[src/rtl/div_pkg.sv]
// Shared types and constants for the sequential restoring divider.
package div_pkg;

  localparam int DIV_WIDTH = 16;

  // Every quotient bit takes this value when the divisor is zero.
  localparam logic DIV_ZERO_Q_FILL = 1'b1;

  typedef enum logic [1:0] {
    IDLE = 2'd0,
    ITER = 2'd1,
    DONE = 2'd2
  } state_t;

endpackage

[src/rtl/create.sv]
// Packs the divider P register: upper half = partial remainder (b), lower half = dividend (a).
module create #(
  parameter int WIDTH = 16
) (
  input  logic [WIDTH-1:0]   a,
  input  logic [WIDTH-1:0]   b,
  output logic [2*WIDTH-1:0] p
);

  assign p = {b, a};

endmodule

[src/rtl/seq_restoring_divider_div_step.sv]
// One restoring-division step: shift P left, trial-subtract the divisor, restore on borrow.
module div_step #(
  parameter int WIDTH = 16
) (
  input  logic [2*WIDTH-1:0] i_p,
  input  logic [WIDTH-1:0]   i_divisor,
  output logic [2*WIDTH-1:0] o_p_next
);

  logic [2*WIDTH-1:0] w_shifted;
  logic [WIDTH:0]     w_trial;

  assign w_shifted = i_p << 1;

  // The extra bit is the borrow: trial[WIDTH]=1 means the shifted remainder is below the divisor.
  assign w_trial = {1'b0, w_shifted[2*WIDTH-1:WIDTH]} - {1'b0, i_divisor};

  always_comb begin
    // NOTE: assigning a default before any branch keeps a purely combinational block latch-free.
    o_p_next = w_shifted;
    if (!w_trial[WIDTH]) begin
      o_p_next[2*WIDTH-1:WIDTH] = w_trial[WIDTH-1:0];
      o_p_next[0]               = 1'b1;
    end
  end

endmodule

[src/rtl/seq_restoring_divider.sv]
// Sequential unsigned restoring divider: one shift-subtract step per clock, WIDTH steps per division.
module seq_restoring_divider
  import div_pkg::*;
#(
  parameter int WIDTH = DIV_WIDTH
) (
  input  logic             clk,
  input  logic             rst_n,
  input  logic             start,
  input  logic [WIDTH-1:0] dividend,
  input  logic [WIDTH-1:0] divisor,
  output logic             ready,
  output logic             busy,
  output logic             done,
  output logic [WIDTH-1:0] quotient,
  output logic [WIDTH-1:0] remainder,
  output logic             div_by_zero
);

  localparam int CW = (WIDTH > 1) ? $clog2(WIDTH) : 1;

  state_t             r_state;
  state_t             w_state_next;
  logic [2*WIDTH-1:0] r_p;
  logic [2*WIDTH-1:0] w_p_init;
  logic [2*WIDTH-1:0] w_p_step;
  logic [WIDTH-1:0]   r_divisor;
  logic [WIDTH-1:0]   r_quotient;
  logic [WIDTH-1:0]   r_remainder;
  logic [CW-1:0]      r_count;
  logic               r_div_by_zero;
  logic               w_accept;
  logic               w_divisor_zero;
  logic               w_last_step;

  create #(.WIDTH(WIDTH)) u_create (
    .a (dividend),
    .b ({WIDTH{1'b0}}),
    .p (w_p_init)
  );

  div_step #(.WIDTH(WIDTH)) u_div_step (
    .i_p       (r_p),
    .i_divisor (r_divisor),
    .o_p_next  (w_p_step)
  );

  assign w_accept       = start && (r_state == IDLE);
  assign w_divisor_zero = (divisor == '0);
  assign w_last_step    = (r_state == ITER) && (r_count == CW'(WIDTH - 1));

  always_comb begin
    w_state_next = r_state;
    case (r_state)
      IDLE:    if (w_accept) w_state_next = w_divisor_zero ? DONE : ITER;
      ITER:    if (w_last_step) w_state_next = DONE;
      DONE:    w_state_next = IDLE;
      default: w_state_next = IDLE;
    endcase
  end

  always_ff @(posedge clk or negedge rst_n) begin
    if (!rst_n) begin
      // NOTE: sequential state always uses non-blocking assignments so every register samples pre-edge values.
      r_state <= IDLE;
    end else begin
      r_state <= w_state_next;
    end
  end

  always_ff @(posedge clk or negedge rst_n) begin
    if (!rst_n) begin
      r_p           <= '0;
      r_divisor     <= '0;
      r_count       <= '0;
      r_quotient    <= '0;
      r_remainder   <= '0;
      r_div_by_zero <= 1'b0;
    end else if (w_accept) begin
      if (w_divisor_zero) begin
        r_quotient    <= {WIDTH{DIV_ZERO_Q_FILL}};
        r_remainder   <= dividend;
        r_div_by_zero <= 1'b1;
      end else begin
        r_p           <= w_p_init;
        r_divisor     <= divisor;
        r_count       <= '0;
        r_div_by_zero <= 1'b0;
      end
    end else if (r_state == ITER) begin
      r_p     <= w_p_step;
      r_count <= r_count + 1'b1;
      if (w_last_step) begin
        r_quotient  <= w_p_step[WIDTH-1:0];
        r_remainder <= w_p_step[2*WIDTH-1:WIDTH];
      end
    end
  end

  // Handshake outputs come straight from the state register: no input-to-output path.
  assign ready       = (r_state == IDLE);
  assign busy        = (r_state == ITER);
  assign done        = (r_state == DONE);
  assign quotient    = r_quotient;
  assign remainder   = r_remainder;
  assign div_by_zero = r_div_by_zero;

endmodule
[config.mk]
export PLATFORM = sky130hd
export DESIGN_NAME = seq_restoring_divider
export DESIGN_NICKNAME = d
export VERILOG_FILES = /design/src/rtl/div_pkg.sv /design/src/rtl/create.sv /design/src/rtl/seq_restoring_divider_div_step.sv /design/src/rtl/seq_restoring_divider.sv
export SDC_FILE = /design/constraint.sdc
export NUM_CORES = 1
export LEC_CHECK = 0
export ABC_AREA = 1
export ABC_CLOCK_PERIOD_IN_PS = 2800
export CAP_MARGIN = 30
export CORE_ASPECT_RATIO = 0.5
export CORE_MARGIN = 2
export CORE_UTILIZATION = 55
export DETAILED_ROUTE_END_ITERATION = 6
export PLACE_DENSITY = 0.92
export SYNTH_ARGS = -nofsm -noshare
export SYNTH_HDL_FRONTEND = slang
export SYNTH_SLANG_ARGS = --single-unit
[constraint.sdc]
create_clock -name clk -period 2.8 [get_ports clk]
set_clock_uncertainty 0.05 [all_clocks]
set_input_delay 0.42 -clock clk [delete_from_list [all_inputs] [get_ports clk]]
set_output_delay 0.42 -clock clk [all_outputs]
set_load 0.01 [all_outputs]
==> results of run 1 <==
-- metal layers --
layer	vias to the layer above	wire length [um]	share of wire [%]	GRT usage (%)
met2	263	6320	46	47.5
met4	0	355	2.6	9.67
met3	48	1310	9.5	6.27
met1	2201	5880	42	39.1
li1	2296	-	-	-
met5	-	0	0	0
-- final cells by class --
cell class                      count  area [sq um]  area share, %
Clock buffer                        9           225           3.63
Clock inverter                      7          62.6           1.01
Inverter                          124           465           7.51
Multi-Input combinational cell    473          2340           37.8
Sequential cell                    86          2150           34.7
Tap cell                          117           146           2.36
Timing Repair Buffer               81           806           13.0
-- through the flow --
step,instance area (sq um),setup WS [ns]
3_3_place_gp,5910,0.453
2_1_floorplan,5080,0.706
4_1_cts,6200,0.298
6_report,6200,0.243
5_1_grt,6200,0.103
3_5_place_dp,5910,0.347
-- path summary, 6_finish.rpt --
check                                            end  cells after the start                      from  slack [ns]
min reg2reg                 r_divisor[3]$_DFFE_PN0P_                      2  r_divisor[3]$_DFFE_PN0P_        0.44
max                              r_p[19]$_DFFE_PN0P_                     15       r_p[15]$_DFFE_PN0P_        0.24
max reg2reg                      r_p[19]$_DFFE_PN0P_                     15       r_p[15]$_DFFE_PN0P_        0.24
max in group asynchronous  r_divisor[12]$_DFFE_PN0P_                      2                     rst_n        2.03
min in group clk            r_divisor[3]$_DFFE_PN0P_                      2  r_divisor[3]$_DFFE_PN0P_        0.44
min                          quotient[2]$_DFFE_PN0P_                      1                     rst_n        0.03
-- Yosys cell counts --
master / number / area (sq um)
a21oi_1: 24 / 120
a21oi_4: 2 / 32.5
and2_1: 3 / 18.8
and3_1: 1 / 6.26
buf_1: 2 / 7.51
buf_12: 1 / 20.0
buf_2: 7 / 35.0
buf_4: 2 / 15.0
buf_6: 1 / 11.3
clkbuf_1: 8 / 30.0
clkbuf_4: 1 / 7.51
dfrtp_1: 86 / 2150
fa_1: 1 / 20.0
ha_1: 17 / 213
inv_1: 123 / 462
inv_2: 1 / 3.75
nand2_1: 234 / 878
nand2_2: 15 / 93.8
nand3_1: 39 / 195
nand3_2: 1 / 10.0
nand3b_1: 10 / 75.1
nand4_1: 7 / 43.8
nor2_1: 37 / 139
nor2_2: 2 / 12.5
nor2_4: 4 / 45.0
nor3_1: 1 / 5.00
o21ai_0: 50 / 250
o22a_1: 1 / 8.76
or2_1: 3 / 18.8
or2_2: 12 / 75.1
or2_4: 1 / 8.76
xnor2_1: 2 / 17.5
xor2_1: 6 / 52.6
-- flip-flops by register name, indices dropped and copies added, names as in the netlist --
| name | cells |
|---|---|
| remainder | 16 |
| r_p | 31 |
| quotient | 16 |
| r_state | 2 |
| div_by_zero | 1 |
| r_count | 4 |
| r_divisor | 16 |
-- power by group through the flow --
stage / clock (W) / combinational [W] / sequential, W
after global placement: 0 / 0.00466 / 0.00219
after CTS: 0.00117 / 0.00494 / 0.00220
after floorplan: 0 / 0.00334 / 0.00220
final: 0.00117 / 0.00502 / 0.00221
after detailed placement: 0 / 0.00481 / 0.00220
after global routing: 0.00123 / 0.00555 / 0.00226
-- cell families after synthesis --
| kind of cell | after synthesis | synth area share [%] |
|---|---|---|
| buffers and inverters | 146 | 11.6 |
| adder cells (fa/ha/maj) | 18 | 4.58 |
| XOR/XNOR | 8 | 1.38 |
| AND/OR/NAND/NOR | 370 | 32.0 |
| AO/OA/AOI/OAI | 77 | 8.10 |
| flip-flops | 86 | 42.3 |
-- critical path, cell delays in order, from the launching register on --
cell,delay [ns]
dfrtp_1,0.36
inv_1,0.07
ha_1,0.25
fa_1,0.44
inv_1,0.11
nand2_1,0.05
nand2_1,0.14
nand3_1,0.10
nand2_2,0.10
nand2_2,0.07
a21oi_4,0.11
buf_4,0.28
nand2_1,0.14
nand2_1,0.09
nand2_1,0.05
nand2_1,0.08
==> metrics.yaml, run 1 <==
outcome:
  status: "complete, no violations"
global_route:
  grt_first_pass_wirelength_um: 22900
  overflow: 0
  antenna_found_initial: 0
  grt_pass1_vias: 4604
  grt_use_total_pct: 28.9
  grt_max_degree: 51
layout:
  syn_to_final_growth_pct: 21.9
  antenna_cells: 0
  fillers: 655
  fin_util_pct: 70.2
  drive_gt1_share_pct: 8.46
  fin_cells: 897
  final_cell_mix: "nand2_1, inv_1, dfrtp_1, clkdlybuf4s50_1, o21ai_0"
  nNetsFinal: 828
  final_common_cell: "nand2_1"
yosys:
  synthesis.area_sq_mm: 0.00508
  synthCells: 705
  ys_ff_latch: 86
  yosys_warnings: 0
  syn_area_per_cell_sq_um: 7.21
  ys_seq_area_share_pct: 42.3
  yosysUniqueCellTypes: 33
  syn_nets: 758
pwr:
  swShare_pct: 48.3
  power.total_w: 0.00840
  clock_power_share_pct: 13.9
  p_leak_nw: 3.34
  comb_power_share_pct: 59.7
  power.internal_w: 0.00434
  power.share.sequential_pct: 26.4
  p_per_area_mw_per_mm2: 1360
  p_sw_w: 0.00406
  ir_drop_mv: 0.601
sta:
  period_minus_slack_ns: 2.56
  max_freq_mhz: 391
  finalSetupViolCount: 0
  fin_crit_sh_pct: 91.3
  hold_violations: 0
  grt_setup_unrepaired: "no"
  finalMaxSlewViolations: 0
  setup_tns_ns: 0
  worst_pin_slew_ns: 0.609
  whs_ns: 0.0267
  slew_headroom_pct: 59.4
worst_setup_path:
  critPathLaunchType: "register"
  criticalPathCategory: "register to register"
  crit_path_end_kind: "register"
  cp.required_ns: 3.03
  cp.arrival_ns: 2.79
  crit_fanout: 17
clock_tree:
  numCtsBuffers: 9
  clkSinkCount: 86
  post-cts-setup-buffer-count: 0
  ctsResizeCount: 0
  cts_tree: "yes"
  cts_hold_buffers: 0
  htreeDepth: 3
  cts-root-buf: "clkbuf_16"
  clk_pin_slew_ns: 0.07
  clk_path_buf_depth: 2
  clk_latency_ns: 0.35
detailed_routing:
  wl_um: 13900
  wire_per_inst_um: 15.5
  via_per_inst: 5.36
  drtAntennaViolNets: 0
  vias: 4808
  drtIter0Drc: 527
  drc: 0
  dr.pass1.iters: 5
hold_path:
  min_path_type: "input port to async pin"
place:
  dp_cells: 881
  place_congestion: 0.929
  dp_hpwl_um: 9920
  port_buffers: 70
floorplanning:
  start_util_pct: 57.6
  die_w_um: 140
  die_h_um: 72.0
  fp-row-count: 24
  die_area_sq_mm: 0.0101
  core_region_area_sq_mm: 0.00883
  io_pins: 71
flow_run:
  cap_violations: 0
Note: power is estimated with default switching activity, not from simulation.
==> run 2: changes to the inputs <==
Settings changed: CTS_CLUSTER_SIZE set to 24.
==> results of run 2 <==
Final layout, timing and power as in run 1 (identical DEF).
==> run 3: changes to the inputs <==
Settings changed: ABC_CLOCK_PERIOD_IN_PS 2800 to 2950, CORE_UTILIZATION 55 to 60, PLACE_DENSITY 0.92 to 0.95.
Clock period 2.8 ns to 2.95 ns, I/O delays scaled along.
==> run 3 against run 2 <==
- power decreased by 4.6%
- first-iteration DRC count grew 18%
- worst hold slack improved by 0.42 ns
- register-to-register slack gained 0.27 ns
- core utilization up 6.2 points
- critical path type unchanged
- sequential cell count unchanged
- sequential power decreased by 5%
- combinational power down 4.6%
- largest power group unchanged
- sequential share of layout area barely moved
==> metrics.yaml, run 3 (same netlist as run 1, synthesis figures left out) <==
floorplanning:
  start_util_pct: 62.6
  die_h_um: 69.1
  fp-row-count: 23
  die_area_sq_mm: 0.00927
  core_region_area_sq_mm: 0.00812
  die_w_um: 134
  io_pins: 71
outcome:
  status: "complete, no violations"
place:
  dp_hpwl_um: 9880
  place_congestion: 0.952
  port_buffers: 70
  placed_area_sq_mm: 0.00590
sta:
  period_minus_slack_ns: 2.43
  finalMaxSlewViolations: 0
  finalSetupViolCount: 0
  max_freq_mhz: 411
  fin_crit_sh_pct: 82.5
  setup_tns_ns: 0
  worst_pin_slew_ns: 0.452
  whs_ns: 0.443
  grt_setup_unrepaired: "no"
  hold_violations: 0
  slew_headroom_pct: 69.8
layout:
  largest_reg_flops: 31
  syn_to_final_growth_pct: 21.9
  nNetsFinal: 829
  fillers: 530
  final_common_cell: "nand2_1"
  antenna_cells: 0
  finalInstanceArea_sq_mm: 0.00620
  regMostFlops: "r_p"
  final_cell_mix: "nand2_1, inv_1, dfrtp_1, clkdlybuf4s50_1, o21ai_0"
  drive_gt1_share_pct: 8.45
detailed_routing:
  routed.top_layer: "met4"
  vias: 4840
  via_per_inst: 5.42
  wire_per_inst_um: 15.7
  drtAntennaViolNets: 0
  wl_um: 14000
  met2_length_um: 6290
  drc: 0
  wl_met1_um: 5940
  dr.pass1.iters: 6
  drtIter0Drc: 622
  met3_length_um: 1530
clock_tree:
  cts_tree: "yes"
  clk_latency_ns: 0.34
  htreeDepth: 3
  clkSinkCount: 86
  cts-root-buf: "clkbuf_16"
  cts_hold_buffers: 1
  clk_pin_slew_ns: 0.07
  numCtsBuffers: 9
  ctsResizeCount: 0
  post-cts-setup-buffer-count: 0
  clk_path_buf_depth: 2
global_route:
  overflow: 0
  grt_first_pass_wirelength_um: 23300
  grt_use_total_pct: 31.8
  grt_pass1_vias: 4802
  antenna_found_initial: 0
  grt_max_degree: 68
worst_setup_path:
  cpMostUsedCell: "nand2_1"
  critical-path-top-delay-family: "simple AND/OR/NAND/NOR gates"
  crit_path_end_kind: "register"
  criticalPathCategory: "register to register"
  cp.required_ns: 3.18
  crit_fanout: 12
  cp.arrival_ns: 2.66
  path_cells: "inv_1, ha_1, fa_1, inv_1, nand2_1, nand2_1, nand3_1, nand2_2, nand2_2, a21oi_4, buf_4, nand2_1, nand2_1, nand2_1, nand2_1"
  critPathLaunchType: "register"
  path_buf_inv: 3
  cpMaxStageDelayCell: "fa_1"
  max_stage_delay_ns: 0.40
pwr:
  ir_drop_mv: 0.568
  power.total_w: 0.00802
  p_per_area_mw_per_mm2: 1290
  p_leak_nw: 3.33
hold_path:
  min_path_type: "register to register"
flow_run:
  cap_violations: 0
run 3: cell types whose count changed in the layout (fill, tap and decap cells not counted), sizes merged:
cell	previous run	this run
clkinvlp	0	3
clkinv	2	0
inv	129	128
dlygate4sd3	0	1
run 3: worst register-to-register path, stage by stage, from the launching register on:
cell and delay [ns]:
dfrtp_1 0.35, inv_1 0.06, ha_1 0.22, fa_1 0.40, inv_1 0.07, nand2_1 0.05
nand2_1 0.12, nand3_1 0.10, nand2_2 0.10, nand2_2 0.07, a21oi_4 0.19, buf_4 0.26
nand2_1 0.11, nand2_1 0.09, nand2_1 0.07, nand2_1 0.07
run 3: area by class of cell:
type                    count  area (sq um)  share of cell area (%)
repair buffers             82           811                    13.1
multi-input cells         473          2340                    37.8
clock inverters             7          62.6                    1.01
clock buffers               9           225                    3.63
inverters                 124           465                    7.51
well taps                 112           140                    2.26
flip-flops and latches     86          2150                    34.7
run 3: path summary, 6_finish.rpt:
kind,cells after the start,endpoint,slack (ns),start
worst max-delay path,15,r_p[22]$_DFFE_PN0P_,0.52,r_p[15]$_DFFE_PN0P_
worst min-delay path,2,r_divisor[5]$_DFFE_PN0P_,0.44,r_divisor[5]$_DFFE_PN0P_
worst max register to register,15,r_p[22]$_DFFE_PN0P_,0.52,r_p[15]$_DFFE_PN0P_
worst min register to register,2,r_divisor[5]$_DFFE_PN0P_,0.44,r_divisor[5]$_DFFE_PN0P_
max in group asynchronous,3,r_divisor[15]$_DFFE_PN0P_,1.78,rst_n
min in group asynchronous,2,quotient[6]$_DFFE_PN0P_,0.46,rst_n
run 3: per-stage QoR:
| step | setup slack [ns] | std cells | util (%) |
|---|---|---|---|
| after global placement | 0.546 | 875 | 72.3 |
| final | 0.517 | 893 | 76.3 |
| after floorplan | 0.856 | 705 | - |
| after CTS | 0.527 | 893 | 76.3 |
| after detailed placement | 0.495 | 876 | 72.7 |
| after global routing | 0.349 | 893 | 76.3 |
run 3: per-layer routing:
metal,up-vias,GRT usage [%]
met3,30,9.42
met5,-,0
met2,287,49.3
met4,0,9.59
met1,2232,43.4
li1,2291,-
run 3: where the power goes:
part | internal (W) | leakage, nW | switching, W
sequential | 0.00173 | 1.05 | 0.000377
combinational | 0.00179 | 2.15 | 0.00300
clock | 0.000589 | 0.133 | 0.000528
==> RTL edit 1, RTL diff (config.mk and constraints of run 2) <==
The 3 states of `state_t` get a one-hot encoding in 3 bits.
--- a/src/rtl/div_pkg.sv
+++ b/src/rtl/div_pkg.sv
@@ -6,10 +6,10 @@
   // Every quotient bit takes this value when the divisor is zero.
   localparam logic DIV_ZERO_Q_FILL = 1'b1;
 
-  typedef enum logic [1:0] {
-    IDLE = 2'd0,
-    ITER = 2'd1,
-    DONE = 2'd2
+  typedef enum logic [2:0] {
+    IDLE = 3'b001,
+    ITER = 3'b010,
+    DONE = 3'b100
   } state_t;
 
 endpackage
Formal check against the unedited RTL: same outputs for any inputs over 10 cycles, from zero or initial values and one cycle with rst_n low; not proved beyond that.
==> RTL edit 1 against run 2 <==
  * Worst setup slack better by 0.072 ns
  * Design area is 0.14% higher
  * Wire length down 13%
  * Synthesized cell count up 0.85%
  * Total power down 9.6%
  * Global-route usage fell by 3.2 points
  * Synthesized area up 0.64%
  * Sequential cell count grew 1
  * Cell count increased by 0.45%
  * Largest power group unchanged
==> RTL edit 1: results <==
outcome:
  status: "completed"
placed_design:
  dp_hpwl_um: 8960
  routabilityCongestion: 0.893
  placed_cell_area_mm2: 0.00591
  dp.cells: 885
clocking:
  cts.sinks: 87
finish:
  nClkBuffers: 11
  drive_above_1_share_pct: 4.97
  n_all_buffers: 78
  final_util_pct: 70.1
  seq_share_pct: 35.1
  inverters: 132
  clkCellAreaFrac_pct: 4.74
  multi_input_cells: 471
  final-nonclk-buf-share_pct: 12.6
global_routing:
  grt.total_usage_pct: 25.7
  grt.met3_usage_pct: 4.95
  grt_pass1_vias: 4245
  grt_max_degree: 54
  grt.met1_usage_pct: 37.0
  globalRouteMet2Util_pct: 39.9
synthesis:
  synthAdderAreaFrac_pct: 4.55
  synthesis.instances: 711
  synth_fp_nets: 764
  synth_common_cells: "nand2_1, inv_1, dfrtp_1"
  synth_mux_area_share_pct: 0.196
power_and_ir_drop:
  pwr.group.combinational_mw: 4.26
  peakVddDrop_uv: 520
  internal-power_mw: 4.19
  p_clk_share_pct: 15.6
  p_leak_nw: 3.37
route:
  dr_wl_met3_um: 956
  wl_per_cell_um: 13.4
  drtPass1Iterations: 6
  wl_met1_um: 5660
  wl_um: 12100
  wl_met2_um: 5330
setup_path:
  worst-r2r-cell-count: 14
  cpPeakStageDelay_ns: 0.40
==> RTL edit 1: cell count changes in the layout (fill, tap and decap cells not counted), moves of 12 or more <==
cell	run 2	this run
a31oi_1	0	15
nor2_1	37	49
or2_2	12	0
nand2_2	15	2
a21oi_1	24	9
or2_0	0	14
==> RTL edit 1: final timing paths <==
path / from / endpoint / slack [ns]
setup / recovery: r_p[15]$_DFFE_PN0P_ / r_p[26]$_DFFE_PN0P_ / 0.31
hold / removal: rst_n / r_p[18]$_DFFE_PN0P_ / 0.06
setup reg to reg: r_p[15]$_DFFE_PN0P_ / r_p[26]$_DFFE_PN0P_ / 0.31
hold reg to reg: r_divisor[10]$_DFFE_PN0P_ / r_divisor[10]$_DFFE_PN0P_ / 0.43
max in group asynchronous: rst_n / r_p[21]$_DFFE_PN0P_ / 1.88
min in group clk: r_divisor[10]$_DFFE_PN0P_ / r_divisor[10]$_DFFE_PN0P_ / 0.43
==> RTL edit 2, RTL diff (settings of run 2) <==
Made on the original files. `DIV_WIDTH`: 16 -> 32.
--- a/src/rtl/div_pkg.sv
+++ b/src/rtl/div_pkg.sv
@@ -1,7 +1,7 @@
 // Shared types and constants for the sequential restoring divider.
 package div_pkg;
 
-  localparam int DIV_WIDTH = 16;
+  localparam int DIV_WIDTH = 32;
 
   // Every quotient bit takes this value when the divisor is zero.
   localparam logic DIV_ZERO_Q_FILL = 1'b1;
Interface: changed (resized dividend, divisor, quotient and remainder); port bits go from 71 to 135. No check against the original RTL was run, so the function may have changed too.
==> RTL edit 2 against run 2 <==
  * Die area increased by 98%
  * Total power increased by 110%
  * Design area increased by 110%
  * Maximum frequency decreased by 5.2%
  * First-iteration DRC count increased by 77%
  * Hold slack improved by 0.41 ns
  * Synthesized area increased by 100%
  * Non-clock buffer count increased by 91
  * Worst setup slack got worse by 0.14 ns
  * Via count increased by 110%
  * Sequential cell count increased by 81
  * Core utilization decreased by 0.63 points
  * Clock power increased by 100%
  * Wire length increased by 120%
  * Critical endpoint is now remainder[31]$_DFFE_PN0P_
  * Largest cell class unchanged
==> RTL edit 2: results <==
finish:
  layoutNonFillerInstCount: 1944
  final_nets: 1775
  drive_above_1_share_pct: 8.55
  largest_reg_flops: 63
synthesis:
  synthesis.instances: 1533
  yosysSeqAreaShare_pct: 40.4
outcome:
  status: "completed"
placed_design:
  io_buffers: 134
  routabilityCongestion: 0.945
  dp_hpwl_um: 22700
timing:
  finalCritPeriodShare_pct: 96.3
  holdWs_ns: 0.439
  relSlewSlack_pct: 61.1
setup_path:
  worst-path-max-fanout: 9
  ff2ff_setup_slack_ns: 0.10
  r2r_end: "remainder[31]$_DFFE_PN0P_"
  cpPeakStageDelay_ns: 0.42
route:
  wl_met2_um: 12700
  dr_total_vias: 10100
  wl_um: 30800
global_routing:
  grt.met1_usage_pct: 46.4
  grt_max_degree: 110
  grt.met3_usage_pct: 9.57
  globalRouteMet2Util_pct: 47.8
  grt_pass1_wl_um: 49800
clocking:
  cts_buffers: 17
  clock_latency_ns: 0.44
power_and_ir_drop:
  internal-power_mw: 9.21
==> RTL edit 2: changes by cell type in the layout (fill, tap and decap cells not counted), moves of 38 or more <==
| cell | delta |
|---|---|
| nor2_1 | +86 |
| inv_1 | +151 |
| nand2_1 | +293 |
| nand3_1 | +38 |
| dfrtp_1 | +81 |
| o21ai_0 | +64 |
| clkdlybuf4s50_1 | +64 |
==> RTL edit 2: what timing repair did <==
action | in CTS | in global routing
endpoints found under the setup margin | 0 | 64
hold buffers | 1 | 0
hold endpoints to repair | 58 | 0
gates resized for setup | 0 | 7
setup buffers | 0 | 4
==> RTL edit 2: layout make-up <==
type / count / area, um2 / area share, %
multi-input cells: 1035 / 4890 / 38.2
inverters: 279 / 1050 / 8.16
well taps: 259 / 324 / 2.53
flip-flops and latches: 167 / 4180 / 32.6
clock inverters: 13 / 135 / 1.05
repair buffers: 172 / 1800 / 14.1
clock buffers: 19 / 443 / 3.45
==> RTL edit 2: worst max path at each step <==
stage,start,endpoint,cells after the start
after floorplan,r_p[31]$_DFFE_PN0P_,remainder[17]$_DFFE_PN0P_,18
after global placement,divisor[1],remainder[31]$_DFFE_PN0P_,12
after detailed placement,divisor[1],remainder[31]$_DFFE_PN0P_,12
after CTS,r_divisor[0]$_DFFE_PN0P_,r_p[60]$_DFFE_PN0P_,17
after global routing,r_p[31]$_DFFE_PN0P_,remainder[18]$_DFFE_PN0P_,19
final,r_divisor[0]$_DFFE_PN0P_,remainder[31]$_DFFE_PN0P_,16
==> RTL edit 2: kinds of logic after synthesis <==
group / share of synthesized area [%]
flip-flops: 40.4
buffers and inverters: 12.5
adder cells (fa/ha/maj): 4.43
AND/OR/NAND/NOR: 32.5
AO/OA/AOI/OAI: 8.77
XOR/XNOR: 1.44
